**src/rtl/ready_valid_rr_arbiter.sv**
```systemverilog
// N:1 ready/valid arbiter: round-robin grant locked for a whole packet,
// feeding a single registered half-buffer output stage.
module ready_valid_rr_arbiter #(
  parameter  int DATA_WIDTH = 8,
  parameter  int NUM_REQ    = 4,
  localparam int ID_WIDTH   = (NUM_REQ > 1) ? $clog2(NUM_REQ) : 1
) (
  input  logic                          clk,
  input  logic                          reset_n,
  input  logic [NUM_REQ-1:0]            in_valid,
  input  logic [NUM_REQ*DATA_WIDTH-1:0] in_data,
  input  logic [NUM_REQ-1:0]            in_last,
  output logic [NUM_REQ-1:0]            in_ready,
  output logic                          out_valid,
  output logic [DATA_WIDTH-1:0]         out_data,
  output logic                          out_last,
  output logic [ID_WIDTH-1:0]           out_id,
  input  logic                          out_ready
);

  typedef enum logic [0:0] {ARB = 1'b0, LOCK = 1'b1} state_t;

  state_t                r_state;
  state_t                w_state_nxt;
  logic [ID_WIDTH-1:0]   r_ptr;
  logic [ID_WIDTH-1:0]   w_ptr_nxt;
  logic [ID_WIDTH-1:0]   r_owner;
  logic [ID_WIDTH-1:0]   w_owner_nxt;
  logic [ID_WIDTH-1:0]   w_sel;
  logic [ID_WIDTH-1:0]   w_sel_inc;
  logic                  w_grant_en;
  logic                  w_stage_free;
  logic                  w_accept;
  logic                  w_sel_last;
  logic [DATA_WIDTH-1:0] w_sel_data;
  logic                  r_out_valid;
  logic [DATA_WIDTH-1:0] r_out_data;
  logic                  r_out_last;
  logic [ID_WIDTH-1:0]   r_out_id;

  // Requester index base+off, wrapped modulo NUM_REQ (off < NUM_REQ).
  function automatic logic [ID_WIDTH-1:0] wrap_add(input logic [ID_WIDTH-1:0] base, input int off);
    int sum;
    sum = int'(base) + off;
    if (sum >= NUM_REQ) begin
      sum = sum - NUM_REQ;
    end else begin
      sum = sum;
    end
    return ID_WIDTH'(sum);
  endfunction

  assign w_stage_free = ~r_out_valid | out_ready;

  // Pick the requester that may talk this cycle: the lock owner, or the first valid from ptr.
  always_comb begin
    w_grant_en = 1'b0;
    w_sel      = r_owner;
    if (r_state == LOCK) begin
      w_grant_en = 1'b1;
      w_sel      = r_owner;
    end else begin
      for (int k = 0; k < NUM_REQ; k++) begin
        if (!w_grant_en && in_valid[wrap_add(r_ptr, k)]) begin
          w_grant_en = 1'b1;
          w_sel      = wrap_add(r_ptr, k);
        end else begin
          w_grant_en = w_grant_en;
        end
      end
    end
  end

  always_comb begin
    in_ready = {NUM_REQ{1'b0}};
    if (reset_n && w_grant_en && w_stage_free) begin
      in_ready[w_sel] = 1'b1;
    end else begin
      in_ready = {NUM_REQ{1'b0}};
    end
  end

  assign w_accept   = |(in_valid & in_ready);
  assign w_sel_data = in_data[int'(w_sel)*DATA_WIDTH +: DATA_WIDTH];
  assign w_sel_last = in_last[w_sel];
  assign w_sel_inc  = wrap_add(w_sel, 1);

  // Arbitration state only moves on an accepted beat; a last beat releases the lock.
  always_comb begin
    w_state_nxt = r_state;
    w_ptr_nxt   = r_ptr;
    w_owner_nxt = r_owner;
    if (w_accept) begin
      case (r_state)
        ARB: begin
          if (w_sel_last) begin
            w_ptr_nxt = w_sel_inc;
          end else begin
            w_state_nxt = LOCK;
            w_owner_nxt = w_sel;
          end
        end
        LOCK: begin
          if (w_sel_last) begin
            w_state_nxt = ARB;
            w_ptr_nxt   = w_sel_inc;
          end else begin
            w_state_nxt = LOCK;
          end
        end
        default: begin
          w_state_nxt = ARB;
        end
      endcase
    end else begin
      w_state_nxt = r_state;
    end
  end

  always_ff @(posedge clk or negedge reset_n) begin
    if (!reset_n) begin
      r_state <= ARB;
      r_ptr   <= {ID_WIDTH{1'b0}};
      r_owner <= {ID_WIDTH{1'b0}};
    end else begin
      r_state <= w_state_nxt;
      r_ptr   <= w_ptr_nxt;
      r_owner <= w_owner_nxt;
    end
  end

  // Output half buffer: payload is held untouched whenever no new beat is accepted.
  always_ff @(posedge clk or negedge reset_n) begin
    if (!reset_n) begin
      r_out_valid <= 1'b0;
      r_out_data  <= {DATA_WIDTH{1'b0}};
      r_out_last  <= 1'b0;
      r_out_id    <= {ID_WIDTH{1'b0}};
    end else if (w_accept) begin
      r_out_valid <= 1'b1;
      r_out_data  <= w_sel_data;
      r_out_last  <= w_sel_last;
      r_out_id    <= w_sel;
    end else if (out_ready) begin
      r_out_valid <= 1'b0;
    end
  end

  assign out_valid = r_out_valid;
  assign out_data  = r_out_data;
  assign out_last  = r_out_last;
  assign out_id    = r_out_id;

endmodule

```
**config.mk**
```make
export PLATFORM = sky130hd
export DESIGN_NAME = ready_valid_rr_arbiter
export DESIGN_NICKNAME = d
export VERILOG_FILES = /design/src/rtl/ready_valid_rr_arbiter.sv
export SDC_FILE = /design/constraint.sdc
export NUM_CORES = 1
export LEC_CHECK = 0
export ABC_CLOCK_PERIOD_IN_PS = 3810
export CAP_MARGIN = 40
export CORE_ASPECT_RATIO = 0.9
export CORE_MARGIN = 8
export CORE_UTILIZATION = 45
export CTS_BUF_LIST = sky130_fd_sc_hd__clkbuf_16
export CTS_CLUSTER_DIAMETER = 40
export DETAILED_ROUTE_END_ITERATION = 10
export HOLD_SLACK_MARGIN = 0.1
export PLACE_DENSITY_LB_ADDON = 0.05
export SYNTH_ARGS = -nofsm -noshare
export SYNTH_HDL_FRONTEND = slang
export SYNTH_SLANG_ARGS = --single-unit
export TNS_END_PERCENT = 30
```
**constraint.sdc**
```tcl
create_clock -name clk -period 3.81 [get_ports clk]
set_input_delay 0.762 -clock clk [delete_from_list [all_inputs] [get_ports clk]]
set_output_delay 0.762 -clock clk [all_outputs]
set_load 0.1 [all_outputs]
```
==> metrics.md, run 1 <==
| Metric | Value |
|---|---|
| Fmax | `between 0.2 and 0.3 GHz` |
| GPL Wtd Cong | `~0.98` |
| Synth cell types | `45` |
| Worst-skew pair later-pin latency | `0.24 ns` |
| Lkg Pwr | `1.09 nW` |
| Pin count of the biggest net entering global routing | `18` |
| Clock tree buffer depth | `2` |
| Placed Cells | `262` |
| Slowest cell on the critical path | `clkdlybuf4s50_1` |
| Period utilisation layout | `a little over nine tenths` |
| Port bufs | `58` |
| Drt drc | `0` |
| CTS tree | `done` |
| CTS HTree Levels | `1` |
| Fin. Hold Viols | `0` |
| Starting Density | `between 40% and 50%` |
| Boundary Pins | `59` |
| Max FO, Critical Path | `10` |
| Final setup viols | `0` |
| Worst min path class | `flop to flop` |
| DRT iter0 DRCs | `96` |
| RSZ-0062 raised after global routing | `yes` |
| Vias in the first global route | `1,539` |
| Clock Skew | `0.00279 ns` |
| Worst-margin pin slew | `0.540 ns` |
| Fin crit period | `3.71 ns` |
| Clk sinks | `17` |
| Max_cap viols | `0` |
| Layout cells sized above 1 | `20.8%` |
| CP Launch Type | `primary input` |
| Initial antenna violation count | `0` |
| Worst-path cell chain | `clkdlybuf4s50_1 -> mux2_2 -> or4_1 -> nand2_1 -> a21o_4 -> o21ai_1 -> nor2_1 -> buf_12` |
| Pins Over Slew Limit | `0` |
| Layout area overhead | `65.3%` |
| CORE AREA | `0.00328 mm2` |
| PnR worst setup slack | `0.0995 ns` |
| Area of the mapped netlist | `0.00149 mm2` |
| Finished Core Util | `between 70% and 80%` |
| Via count | `1,482` |
| CTS Hold Bufs | `0` |
| Avg Cell Area, Syn | `9.75 um2` |
| Maximum VDD drop | `0.673 mV` |
| Post-synth EDFFs | `0` |
| Total Routing Usage GR | `16.9%` |
| Synth Instances | `153` |
| Post-synth ARST share | `100%` |
| Relative slew slack | `64.0%` |
| Antenna cells | `0` |
| Status | `finished clean` |
| Grt ovf | `0` |
| Crit path DAT | `roughly 3 ns` |
| Pre-antenna DRT Iters | `4` |
| P per Cell Area | `1080 mW/mm2` |
| Nets@finish | `270` |
| First-pass GRT wire length | `7600 um` |
| CTS Buf Count | `3` |
| Clk slew on worst S/H paths | `0.05 ns` |
| Syn Nets | `196` |
| WP buf/inv | `2` |
| Top delay family on crit path | `buffers and inverters` |
| Pre-CTS setup slack | `0.135 ns` |
| Syn. warnings | `0` |
| Crit end category | `output port` |
| Die X | `76.7 um` |
| Vias per cell | `5.49` |
| Highest cell delay on the worst timing path | `around 0.57 ns` |
| Dpl hpwl | `3660 um` |
| WL/cell | `~17 um` |
| Root Driver | `clkbuf_16` |
| Worst EP required | `roughly 3 ns` |
| Register bit total from synthesis | `17` |
| Die height | `70.6 um` |
| Crit path kind | `primary input to output port` |
| Full die area | `~0.0054 mm2` |
| Non-filler cells, final | `270` |
| Antenna viol nets, final | `0` |
| Routed wire length | `roughly 4600 um` |
| Main synth FF type | `dfrtp_1` |
| Register area share after synthesis | `28.5%` |
| Standard-cell row count | `20` |
-- layer usage --
metal / wire length (um) / track usage, % / share of wire (%)
met5: 0 / 0 / 0
met1: 1990 / 20.4 / 43
met4: 98 / 5.97 / 2.1
met2: 2270 / 29.1 / 49
met3: 259 / 3.29 / 5.6
-- cells in the final DEF, fill, tap and decap left out, drive strengths merged, types with 3 or more instances in the layout --
cell type and count:
mux2 14, clkbuf 3, a21oi 5, o21ai 8, inv 5, a21o 3, nand2 8, nor2b 3
dfrtp 17, nand2b 6, nor2 12, clkdlybuf4s50 54, mux2i 31, buf 28
-- area by class of cell --
| type | count | area [um2] |
|---|---|---|
| Clock buffer | 3 | 75.1 |
| Inverter | 5 | 18.8 |
| Fill cell | 247 | 813 |
| Clock inverter | 1 | 5.00 |
| Tap cell | 44 | 55.1 |
| Multi-Input combinational cell | 118 | 957 |
| Timing Repair Buffer | 82 | 928 |
| Sequential cell | 17 | 425 |
-- synthesized netlist by cell type, types with 2 or more instances --
cell type	count	area, um2
dfrtp_1	17	425
mux2_4	2	30.0
inv_1	4	15.0
a21o_1	2	15.0
clkbuf_1	2	7.51
a21oi_1	5	25.0
nand2_1	8	30.0
o21ai_1	2	10.0
o2bb2ai_1	2	17.5
and2b_1	2	15.0
a22oi_1	2	15.0
buf_2	5	25.0
buf_6	4	45.0
mux2_2	3	33.8
o31a_1	2	17.5
nor2_1	11	41.3
nor2b_1	3	18.8
nand2b_1	6	37.5
o21ai_0	6	30.0
mux2i_1	31	310
buf_4	2	15.0
mux2_1	9	101
-- stage by stage --
stage	area, um2	hold WS [ns]	power (mW)	TNS [ns]
after global routing	2460	0.519	2.79	-0.0138
after CTS	2430	0.486	2.62	0
final	2460	0.491	2.66	0
after floorplan	1490	0.466	1.74	-0.802
after global placement	2140	0.466	2.10	0
after detailed placement	2350	0.475	2.40	0
-- cells by family (layout without fill, tap and decap cells) --
group | after synthesis | count (layout) | share of synthesized area (%)
AO/OA/AOI/OAI | 32 | 32 | 16.4
XOR/XNOR | 1 | 1 | 0.587
buffers and inverters | 18 | 91 | 7.47
flip-flops | 17 | 17 | 28.5
multiplexers | 45 | 45 | 31.9
AND/OR/NAND/NOR | 40 | 40 | 15.1
-- where the power goes --
| part | internal, mW | switching, mW | total, mW |
|---|---|---|---|
| registers | 0.275 | 0.113 | 0.388 |
| logic | 0.902 | 1.16 | 2.06 |
| clock network | 0.140 | 0.0659 | 0.206 |
| total | 1.32 | 1.34 | 2.66 |
-- state kept, by name, summed over array words and instances (netlist names) --
signal / cells
out_valid: 1
out_id: 2
out_last: 1
out_data: 8
r_state: 1
r_ptr: 2
r_owner: 2
-- path summary, 6_finish.rpt --
check	startpoint	end	slack [ns]	cells after the start
max	in_valid[2]	in_ready[0]	0.1	8
max in group asynchronous	reset_n	r_owner[1]	2.72	2
min in group asynchronous	reset_n	out_id[1]	0.89	2
min reg2reg	out_data[4]	out_data[4]	0.49	1
min	out_data[4]	out_data[4]	0.49	1
max reg2reg	r_ptr[1]	r_ptr[1]	0.95	8
-- repair_timing --
action | 4_1_cts | 5_1_grt
endpoints found under the setup margin | 0 | 3
resized for setup | 0 | 0
setup buffers | 0 | 4
(Power assumes the default switching activity.)
==> run 2, diff against run 1 <==
CTS_CLUSTER_DIAMETER = default   (was 40)
==> results of run 2 <==
No change in the layout: final DEF, timing and power equal those of run 1.
